==> src/rtl/fft_stage_sched_if.sv <==
// Control and address bus between the FFT top-level controller and the stage scheduler.
// bf_valid and wr_en are single-cycle strobes with no back-pressure; the RAM and butterfly pipe
// must accept every strobe in the cycle it appears.
interface fft_stage_sched_if #(parameter int N = 3);
  logic         start;
  logic         abort;
  logic         busy;
  logic         done;
  logic [1:0]   stage;
  logic         bf_valid;
  logic [N-1:0] rd_addr_a;
  logic [N-1:0] rd_addr_b;
  logic [N-2:0] twid_idx;
  logic         shift_en;
  logic         wr_en;
  logic [N-1:0] wr_addr_a;
  logic [N-1:0] wr_addr_b;
  logic [1:0]   state_dbg;

  modport master (
    output start, abort,
    input  busy, done, stage, bf_valid, rd_addr_a, rd_addr_b, twid_idx,
           shift_en, wr_en, wr_addr_a, wr_addr_b, state_dbg
  );

  modport slave (
    input  start, abort,
    output busy, done, stage, bf_valid, rd_addr_a, rd_addr_b, twid_idx,
           shift_en, wr_en, wr_addr_a, wr_addr_b, state_dbg
  );
endinterface

==> src/rtl/fft_stage_sched.sv <==
// Radix-2 DIT FFT stage/butterfly sequencer: issues N x 2**(N-1) butterflies with drain gaps
// between stages and a BF_LAT-deep write-back delay line.
module fft_stage_sched #(
    parameter int N        = 3,
    parameter int BF_LAT   = 2,
    parameter bit SCALE_EN = 1'b1
) (
    input logic               clk,
    input logic               rst_n,
    fft_stage_sched_if.slave  bus
);
    typedef enum logic [1:0] {S_IDLE, S_ISSUE, S_DRAIN, S_DONE} state_t;

    localparam int              KW         = N - 1;
    localparam logic [KW-1:0]   K_LAST     = '1;
    localparam logic [2:0]      DRAIN_LAST = 3'(BF_LAT - 1);
    localparam logic [1:0]      STAGE_LAST = 2'(N - 1);

    state_t        state_q, state_d;
    logic [KW-1:0] k_q, k_d;
    logic [2:0]    cnt_q, cnt_d;
    logic [1:0]    stage_q, stage_d;
    logic          busy_q, busy_d;
    logic          done_q, done_d;
    logic          bf_valid_q, bf_valid_d;
    logic          shift_en_q, shift_en_d;
    logic [N-1:0]  rd_a_q, rd_a_d;
    logic [N-1:0]  rd_b_q, rd_b_d;
    logic [KW-1:0] twid_q, twid_d;

    logic [BF_LAT-1:0] dl_v_q, dl_v_d;
    logic [N-1:0]      dl_a_q [BF_LAT];
    logic [N-1:0]      dl_a_d [BF_LAT];
    logic [N-1:0]      dl_b_q [BF_LAT];
    logic [N-1:0]      dl_b_d [BF_LAT];

    logic [N-1:0] k_ext, span, grp, pos, addr_a;
    logic         issue;

    always_comb begin
        state_d = state_q;
        k_d     = k_q;
        cnt_d   = cnt_q;
        stage_d = stage_q;
        case (state_q)
            S_IDLE: begin
                if (bus.start) begin
                    state_d = S_ISSUE;
                    k_d     = '0;
                    stage_d = '0;
                end
            end
            S_ISSUE: begin
                if (k_q == K_LAST) begin
                    state_d = S_DRAIN;
                    cnt_d   = '0;
                end else begin
                    k_d = k_q + KW'(1);
                end
            end
            S_DRAIN: begin
                // The gap lets the last write-back of this stage land before the next stage reads.
                if (cnt_q == DRAIN_LAST) begin
                    if (stage_q == STAGE_LAST) begin
                        state_d = S_DONE;
                    end else begin
                        state_d = S_ISSUE;
                        stage_d = stage_q + 2'd1;
                        k_d     = '0;
                    end
                end else begin
                    cnt_d = cnt_q + 3'd1;
                end
            end
            S_DONE:  state_d = S_IDLE;
            default: state_d = S_IDLE;
        endcase
        if (bus.abort) begin
            state_d = S_IDLE;
        end
    end

    // Outputs are computed from the next-state values so that every port is a plain flop.
    always_comb begin
        issue      = (state_d == S_ISSUE);
        k_ext      = N'(k_d);
        span       = N'(1) << stage_d;
        grp        = k_ext >> stage_d;
        pos        = k_ext & (span - N'(1));
        addr_a     = (grp << ({1'b0, stage_d} + 3'd1)) | pos;
        bf_valid_d = issue;
        shift_en_d = issue & SCALE_EN;
        rd_a_d     = issue ? addr_a : '0;
        rd_b_d     = issue ? (addr_a + span) : '0;
        twid_d     = issue ? KW'(pos << (3'(KW) - {1'b0, stage_d})) : '0;
        busy_d     = issue | (state_d == S_DRAIN);
        done_d     = (state_d == S_DONE);
    end

    always_comb begin
        dl_v_d    = '0;
        dl_a_d[0] = rd_a_q;
        dl_b_d[0] = rd_b_q;
        dl_v_d[0] = bf_valid_q;
        for (int i = 1; i < BF_LAT; i++) begin
            dl_v_d[i] = dl_v_q[i-1];
            dl_a_d[i] = dl_a_q[i-1];
            dl_b_d[i] = dl_b_q[i-1];
        end
        if (bus.abort) begin
            for (int i = 0; i < BF_LAT; i++) begin
                dl_v_d[i] = 1'b0;
                dl_a_d[i] = '0;
                dl_b_d[i] = '0;
            end
        end
    end

    always_ff @(posedge clk or negedge rst_n) begin
        if (!rst_n) begin
            state_q    <= S_IDLE;
            k_q        <= '0;
            cnt_q      <= '0;
            stage_q    <= '0;
            busy_q     <= 1'b0;
            done_q     <= 1'b0;
            bf_valid_q <= 1'b0;
            shift_en_q <= 1'b0;
            rd_a_q     <= '0;
            rd_b_q     <= '0;
            twid_q     <= '0;
            dl_v_q     <= '0;
            for (int i = 0; i < BF_LAT; i++) begin
                dl_a_q[i] <= '0;
                dl_b_q[i] <= '0;
            end
        end else begin
            state_q    <= state_d;
            k_q        <= k_d;
            cnt_q      <= cnt_d;
            stage_q    <= stage_d;
            busy_q     <= busy_d;
            done_q     <= done_d;
            bf_valid_q <= bf_valid_d;
            shift_en_q <= shift_en_d;
            rd_a_q     <= rd_a_d;
            rd_b_q     <= rd_b_d;
            twid_q     <= twid_d;
            dl_v_q     <= dl_v_d;
            for (int i = 0; i < BF_LAT; i++) begin
                dl_a_q[i] <= dl_a_d[i];
                dl_b_q[i] <= dl_b_d[i];
            end
        end
    end

    assign bus.busy      = busy_q;
    assign bus.done      = done_q;
    assign bus.stage     = stage_q;
    assign bus.bf_valid  = bf_valid_q;
    assign bus.rd_addr_a = rd_a_q;
    assign bus.rd_addr_b = rd_b_q;
    assign bus.twid_idx  = twid_q;
    assign bus.shift_en  = shift_en_q;
    assign bus.wr_en     = dl_v_q[BF_LAT-1];
    assign bus.wr_addr_a = dl_a_q[BF_LAT-1];
    assign bus.wr_addr_b = dl_b_q[BF_LAT-1];
    assign bus.state_dbg = state_q;
endmodule
==> src/flat_wrapper.sv <==
// flat-port wrapper written by rule: the top's interface ports become plain ports
module fft_stage_sched_flat 
#(
    parameter int N        = 3,
    parameter int BF_LAT   = 2,
    parameter bit SCALE_EN = 1'b1
)
  (clk, rst_n, bus_start, bus_abort, bus_busy, bus_done, bus_stage, bus_bf_valid, bus_rd_addr_a, bus_rd_addr_b, bus_twid_idx, bus_shift_en, bus_wr_en, bus_wr_addr_a, bus_wr_addr_b, bus_state_dbg);
  fft_stage_sched_if #(.N(N)) bus_i ();
  input logic clk;
  input logic rst_n;
  input wire logic [$bits(bus_i.start)-1:0] bus_start;
  input wire logic [$bits(bus_i.abort)-1:0] bus_abort;
  output wire logic [$bits(bus_i.busy)-1:0] bus_busy;
  output wire logic [$bits(bus_i.done)-1:0] bus_done;
  output wire logic [$bits(bus_i.stage)-1:0] bus_stage;
  output wire logic [$bits(bus_i.bf_valid)-1:0] bus_bf_valid;
  output wire logic [$bits(bus_i.rd_addr_a)-1:0] bus_rd_addr_a;
  output wire logic [$bits(bus_i.rd_addr_b)-1:0] bus_rd_addr_b;
  output wire logic [$bits(bus_i.twid_idx)-1:0] bus_twid_idx;
  output wire logic [$bits(bus_i.shift_en)-1:0] bus_shift_en;
  output wire logic [$bits(bus_i.wr_en)-1:0] bus_wr_en;
  output wire logic [$bits(bus_i.wr_addr_a)-1:0] bus_wr_addr_a;
  output wire logic [$bits(bus_i.wr_addr_b)-1:0] bus_wr_addr_b;
  output wire logic [$bits(bus_i.state_dbg)-1:0] bus_state_dbg;
  assign bus_i.start = bus_start;
  assign bus_i.abort = bus_abort;
  assign bus_busy = bus_i.busy;
  assign bus_done = bus_i.done;
  assign bus_stage = bus_i.stage;
  assign bus_bf_valid = bus_i.bf_valid;
  assign bus_rd_addr_a = bus_i.rd_addr_a;
  assign bus_rd_addr_b = bus_i.rd_addr_b;
  assign bus_twid_idx = bus_i.twid_idx;
  assign bus_shift_en = bus_i.shift_en;
  assign bus_wr_en = bus_i.wr_en;
  assign bus_wr_addr_a = bus_i.wr_addr_a;
  assign bus_wr_addr_b = bus_i.wr_addr_b;
  assign bus_state_dbg = bus_i.state_dbg;
  fft_stage_sched #(.N(N), .BF_LAT(BF_LAT), .SCALE_EN(SCALE_EN)) u_core (.clk(clk), .rst_n(rst_n), .bus(bus_i));
endmodule
==> config.mk <==
export PLATFORM = sky130hd
export DESIGN_NAME = fft_stage_sched_flat
export DESIGN_NICKNAME = d
export VERILOG_FILES = /design/src/rtl/fft_stage_sched_if.sv /design/src/rtl/fft_stage_sched.sv /design/src/flat_wrapper.sv
export SDC_FILE = /design/constraint.sdc
export NUM_CORES = 1
export LEC_CHECK = 0
export BUFFER_PORTS_ARGS = -buffer_cell sky130_fd_sc_hd__buf_2
export CORE_MARGIN = 3
export CORE_UTILIZATION = 40
export DETAILED_ROUTE_END_ITERATION = 8
export RECOVER_POWER = 25
export SYNTH_ARGS = -nofsm -noshare
export SYNTH_HDL_FRONTEND = slang
export SYNTH_SLANG_ARGS = --single-unit
==> constraint.sdc <==
create_clock -name clk -period 4.3 [get_ports clk]
set_input_delay 0.215 -clock clk [delete_from_list [all_inputs] [get_ports clk]]
set_output_delay 0.215 -clock clk [all_outputs]
set_load 0.02 [all_outputs]
Word-level counts from Yosys, hierarchy flattened
Cells that the tools add are included.

word-level totals
  output and inout bits = 23
  input bits = 4
  logic and storage cells = 67
  register bits = 34

cells by class
  $add $sub $neg = 7
  eq/ne operators = 11
  bitwise gates (word level) = 3
  shift-type cells = 4
  mux-type cells = 24
  reduce and logical (&&, ||, !) cells = 3

operators with widths
  kind                                               number
  two-way mux 2 bit                                  14
  == test 2 bit (second input constant)              6
  two-way mux 3 bit                                  4
  two-way mux 6 bit                                  2
  one-hot mux 2 bit (4 select lines)                 1
  one-hot mux 2 bit (3 select lines)                 1
  one-hot mux 3 bit (2 select lines)                 1
  adder 2 x 1 -> 2 bit (second input constant)       2
  == test 2 x 1 -> 1 bit (second input constant)     2
  one-hot mux 2 bit (2 select lines)                 1
  adder 2 x 1 -> 3 bit (second input constant)       1
  adder 3 x 1 -> 3 bit (second input constant)       1
  adder 3 bit                                        1
  bitwise AND 2 x 3 -> 3 bit                         1
  == test 3 x 1 -> 1 bit (second input constant)     1
  OR 3 bit                                           1
  AND reduction 3 bit                                1
  left shift 1 x 2 -> 3 bit (first input constant)   1
  left shift 3 x 3 -> 2 bit                          1
  left shift 3 x 3 -> 3 bit                          1
  >> shifter 2 x 2 -> 3 bit                          1
  subtractor 2 x 2 -> 3 bit (first input constant)   1
  subtractor 3 x 1 -> 3 bit (second input constant)  1
  logical NOT 2 bit                                  1
  other kinds (4)                                    4

Longest topological paths before layout
  word-level depth = 10
  gate-level depth with buffers = 16
  depth with buffers taken out = 15

Least setup slack after synthesis
OpenSTA, ideal clock, no wires.

  path kind = flip-flop to flip-flop
  from = register u_core.state_q[0], in the netlist u_core.bus.state_dbg[0]
  to = register u_core.rd_b_q[2], in the netlist u_core.bus.rd_addr_b[2]
  library setup time = 73 ps
  setup slack = 848 ps
  arrival time = 3379 ps
  cell stages (with the launch flop) = 17
  buffers on the path = 1
  period minus slack after synthesis = 3452 ps
  cell sequence = dfrtp_1 > inv_1 > ha_1 > buf_4 > mux2i_1 > a221oi_4 > inv_1 > ha_1 > nor3b_1 > nand3_1 > nand2_1 > ha_1 > inv_1 > fa_1 > xor2_1 > a31o_1 > a21oi_2

on the way
  cells in the longest elaborated chain, start to end = 8
  elaborated cells on any way between the ends = 21

RTL lines
  what                                                       RTL line                source
  from (decl)                                                fft_stage_sched.sv:19   state_t state_q, state_d;
  from (signal assigned)                                     fft_stage_sched.sv:138  state_q <= state_d;
  == test 2 bit / logical NOT 2 bit (equally long branches)  fft_stage_sched.sv:45   case (state_q)
  one-hot mux 2 bit (2 select lines) *                       fft_stage_sched.sv:45
  via u_core.stage_d[0]                                      fft_stage_sched.sv:22   logic [1:0] stage_q, stage_d;
  left shift 1 x 2 -> 3 bit                                  fft_stage_sched.sv:87   span = N'(1) << stage_d;
  subtractor 3 x 1 -> 3 bit                                  fft_stage_sched.sv:89   pos = k_ext & (span - N'(1));
  bitwise AND 2 x 3 -> 3 bit                                 fft_stage_sched.sv:89
  OR 3 bit                                                   fft_stage_sched.sv:90   addr_a = (grp << ({1'b0, stage_d} + 3'd1)) | pos;
  adder 3 bit *                                              fft_stage_sched.sv:94   rd_b_d = issue ? (addr_a + span) : '0;
  two-way mux 3 bit *                                        fft_stage_sched.sv:94
  via u_core.rd_b_d[2]                                       fft_stage_sched.sv:28   logic [N-1:0] rd_b_q, rd_b_d;
  to (signal assigned)                                       fft_stage_sched.sv:147  rd_b_q <= rd_b_d;
  to (decl)                                                  fft_stage_sched.sv:28

The timed path passes the listed nets; every way through them passes the cells marked *.
A chain may end at the register's enable or synchronous reset.

Final worst setup path
Same ends and word-level chain as after synthesis.

==> flow_metrics.py <==
metrics = {
    "outcome": {
        "status": "complete, but fails checks",
        "violations": "capacitance limit, slew limit",
    },
    "floorplanning": {
        "design.die.area_um2": 5020,
        "die_h_um": 70.8,
        "start_util_pct": 43.6,
        "rows": 22,
        "core-area_um2": 3850,
        "io_pins": 27,
        "fp.dieW_um": 70.8,
    },
    "critical_path": {
        "critPathKind": "register to register",
        "r2r.worst_path.cells": 15,
        "endpoint": "u_core.bus.rd_addr_b[2]$_DFF_PN0_",
        "reg2reg_slack_ns": 0.45,
        "r2r_start": "u_core.bus.state_dbg[0]$_DFF_PN0_",
        "crit_path_start_kind": "register",
        "cp.required_ns": 4.52,
        "crit_fanout": 12,
        "cp-end-kind": "register",
        "startpoint": "u_core.bus.state_dbg[0]$_DFF_PN0_",
        "r2r_end": "u_core.bus.rd_addr_b[2]$_DFF_PN0_",
        "cp.arrival_ns": 4.06,
    },
    "power_and_ir_drop": {
        "leakagePower_nw": 0.977,
        "powerDensity_nw_per_um2": 416,
        "ir_drop_mv": 0.165,
    },
    "clock_tree": {
        "clk_latency_ns": 0.29,
        "postCtsHoldBufs": 0,
        "cts-root-to-sink-buffers": 2,
        "tritoncts": "yes",
        "cts_made_buffers": 5,
        "cts_setup_buffers": 0,
        "htree_levels": 2,
        "cts_resized": 0,
        "path_clk_slew_ns": 0.07,
        "cts_root_buffer": "clkbuf_8",
        "clock_sinks": 34,
    },
    "logic_synthesis": {
        "ys.flop_type": "dfrtp_1",
        "synth_top_area_share_pct": 50.6,
        "synth_seq_cells": 34,
        "synth.largest_area_cell": "dfrtp_1",
        "synth_top_cells_by_area": "dfrtp_1, ha_1, nor2b_1",
        "synth_edf_count": 0,
        "postSynthAreaPerCell_um2": 11.1,
        "yosysMostFrequentCell": "dfrtp_1",
        "synth_common_cells": "dfrtp_1, ha_1, nor2b_1",
        "synth-async-reset-ratio_pct": 100,
        "syn_nets": 172,
        "ys.warnings.count": 0,
        "synthCells": 152,
        "synth_cell_type_count": 35,
        "syn_area_um2": 1680,
        "seq_area_frac_synth_pct": 50.6,
    },
    "drt": {
        "vias": 1127,
        "drc": 0,
        "drt_iter0_markers": 62,
        "drt_first_pass_iters": 4,
        "via_per_inst": 5.03,
        "wl_per_cell_um": 13.1,
        "wirelength_um": 2940,
        "drtAntennaViolNets": 0,
    },
    "placed_design": {
        "dp_hpwl_um": 2150,
        "portBuffers": 26,
        "gp_congestion": 0.860,
        "dpl_cell_area_um2": 1800,
    },
    "finish": {
        "stdcell_area_um2": 1940,
        "drive_above_1_share_pct": 21.0,
        "nFillCells": 356,
        "area_delta_synth_final_pct": 15.2,
        "multi_input_area_um2": 707,
        "register_area_um2": 851,
        "antenna_cells": 0,
        "nets": 195,
    },
    "sta": {
        "fin_crit_ns": 3.85,
        "setup_tns_ns": 0,
        "post-route-period-util_pct": 89.5,
        "maxSlewHeadroom_pct": -15.9,
        "finalHoldViolCount": 0,
        "clock.fmax_mhz": 260,
        "fin_skew_ns": 0.00674,
        "worst_pin_slew_ns": 1.74,
        "setup_viol": 0,
        "rsz0062_at_grt": "no",
        "slew_violations": 35,
    },
    "global_route": {
        "antenna_found_initial": 0,
        "grt_pass1_vias": 1093,
        "grt_max_degree": 35,
        "grt_usage_pct": 12.7,
        "grt_pass1_wl_um": 5020,
        "grt-ovfl-total": 0,
    },
    "worst_hold_path": {
        "hp-class": "input pin to register",
    },
    "job": {
        "drv_cap": 1,
    },
}
-- cell usage in the layout (no fill, tap or decap), types with 2 or more instances in the layout --
cell       synthesis  routed
a211oi_1           2       2
o21ai_0            4       4
nor2_1             7       7
dfrtp_1           34      34
clkbuf_8           0       5
nand3_1            5       5
bufinv_16          0       2
nor2b_1           15      15
nand2b_1           2       2
and4b_1            2       2
and2_1             3       3
or3_1              2       2
nand4_1            2       2
mux2i_1            2       2
buf_2              0      25
ha_1              15      15
inv_1             14      14
nand2_1            8       8
a21oi_1            8       8
-- worst min path at each step --
stage / startpoint / slack, ns / endpoint / depth (start not counted)
2_1_floorplan: rst_n / -0.08 / u_core.bus.bf_valid$_DFF_PN0_ / 0
4_1_cts: rst_n / 0.008 / u_core.dl_v_q[0]$_DFF_PN0_ / 1
5_1_grt: bus_abort / 0.30 / u_core.dl_b_q[3]$_DFF_PN0_ / 2
3_5_place_dp: rst_n / 0.32 / u_core.bus.state_dbg[0]$_DFF_PN0_ / 1
3_3_place_gp: rst_n / 0.31 / u_core.bus.state_dbg[0]$_DFF_PN0_ / 1
6_report: bus_abort / 0.29 / u_core.bus.wr_addr_b[1]$_DFF_PN0_ / 2
-- layout make-up --
type | instances | area share (%)
inverters | 14 | 2.71
clock inverters | 3 | 3.55
well taps | 48 | 3.10
multi-input cells | 94 | 36.5
repair buffers | 26 | 6.65
clock buffers | 5 | 3.55
flip-flops and latches | 34 | 43.9
-- logic make-up (layout without fill, tap and decap cells) --
family | Yosys count | count (layout) | share of synthesized area [%]
and+or+nand+nor | 52 | 52 | 17.6
DFF | 34 | 34 | 50.6
buffers and inverters | 24 | 48 | 7.37
AOI/OAI and AO/OA | 22 | 22 | 9.90
adders and majority gates | 16 | 16 | 12.4
xor gates and xnor gates | 2 | 2 | 1.04
muxes | 2 | 2 | 1.19
-- report_power, final --
| part | internal, mW | leakage (nW) | switching [mW] |
|---|---|---|---|
| clock network | 0.232 | 0.0683 | 0.120 |
| logic | 0.0336 | 0.443 | 0.0683 |
| registers | 0.340 | 0.466 | 0.0126 |
-- metal layers --
metal,track usage (%),wire length [um]
met5,0,0
met4,4.38,53
met3,5.11,133
met2,20.9,1440
met1,15.2,1310
-- worst max-delay path, cell delays in order (launching register included) --
cell      delay [ns]
dfrtp_1         0.43
inv_1           0.10
ha_1            0.39
mux2i_1         0.22
a221oi_4        0.46
inv_1           0.18
ha_1            0.37
nor3b_1         0.31
nand3_1         0.17
nand2_1         0.11
ha_1            0.14
inv_1           0.04
fa_1            0.37
xor2_1          0.17
a31o_1          0.20
a21oi_2         0.12
-- state kept, by name, indices dropped and copies added, names as in the netlist --
register and cells:
u_core.bus.busy 1, u_core.bus.stage 2, u_core.bus.rd_addr_b 3, u_core.k_q 2
u_core.bus.done 1, u_core.dl_v_q 2, u_core.bus.state_dbg 2, u_core.bus.wr_addr_a 3
u_core.bus.rd_addr_a 3, u_core.bus.twid_idx 2, u_core.cnt_q 3, u_core.dl_b_q 3
u_core.bus.wr_addr_b 3, u_core.bus.bf_valid 1, u_core.dl_a_q 3
-- through the flow --
step / cells / worst slack (ns) / utilization (%) / hold WS (ns) / total power [mW]
2_1_floorplan: 152 / 0.848 / - / -0.0806 / 0.430
3_3_place_gp: 216 / 0.705 / 46.7 / 0.309 / 0.458
3_5_place_dp: 216 / 0.486 / 46.7 / 0.324 / 0.462
4_1_cts: 224 / 0.465 / 50.3 / 0.00755 / 0.819
5_1_grt: 224 / 0.146 / 50.3 / 0.304 / 0.849
6_report: 224 / 0.453 / 50.3 / 0.292 / 0.806
(Power assumes the default switching activity.)
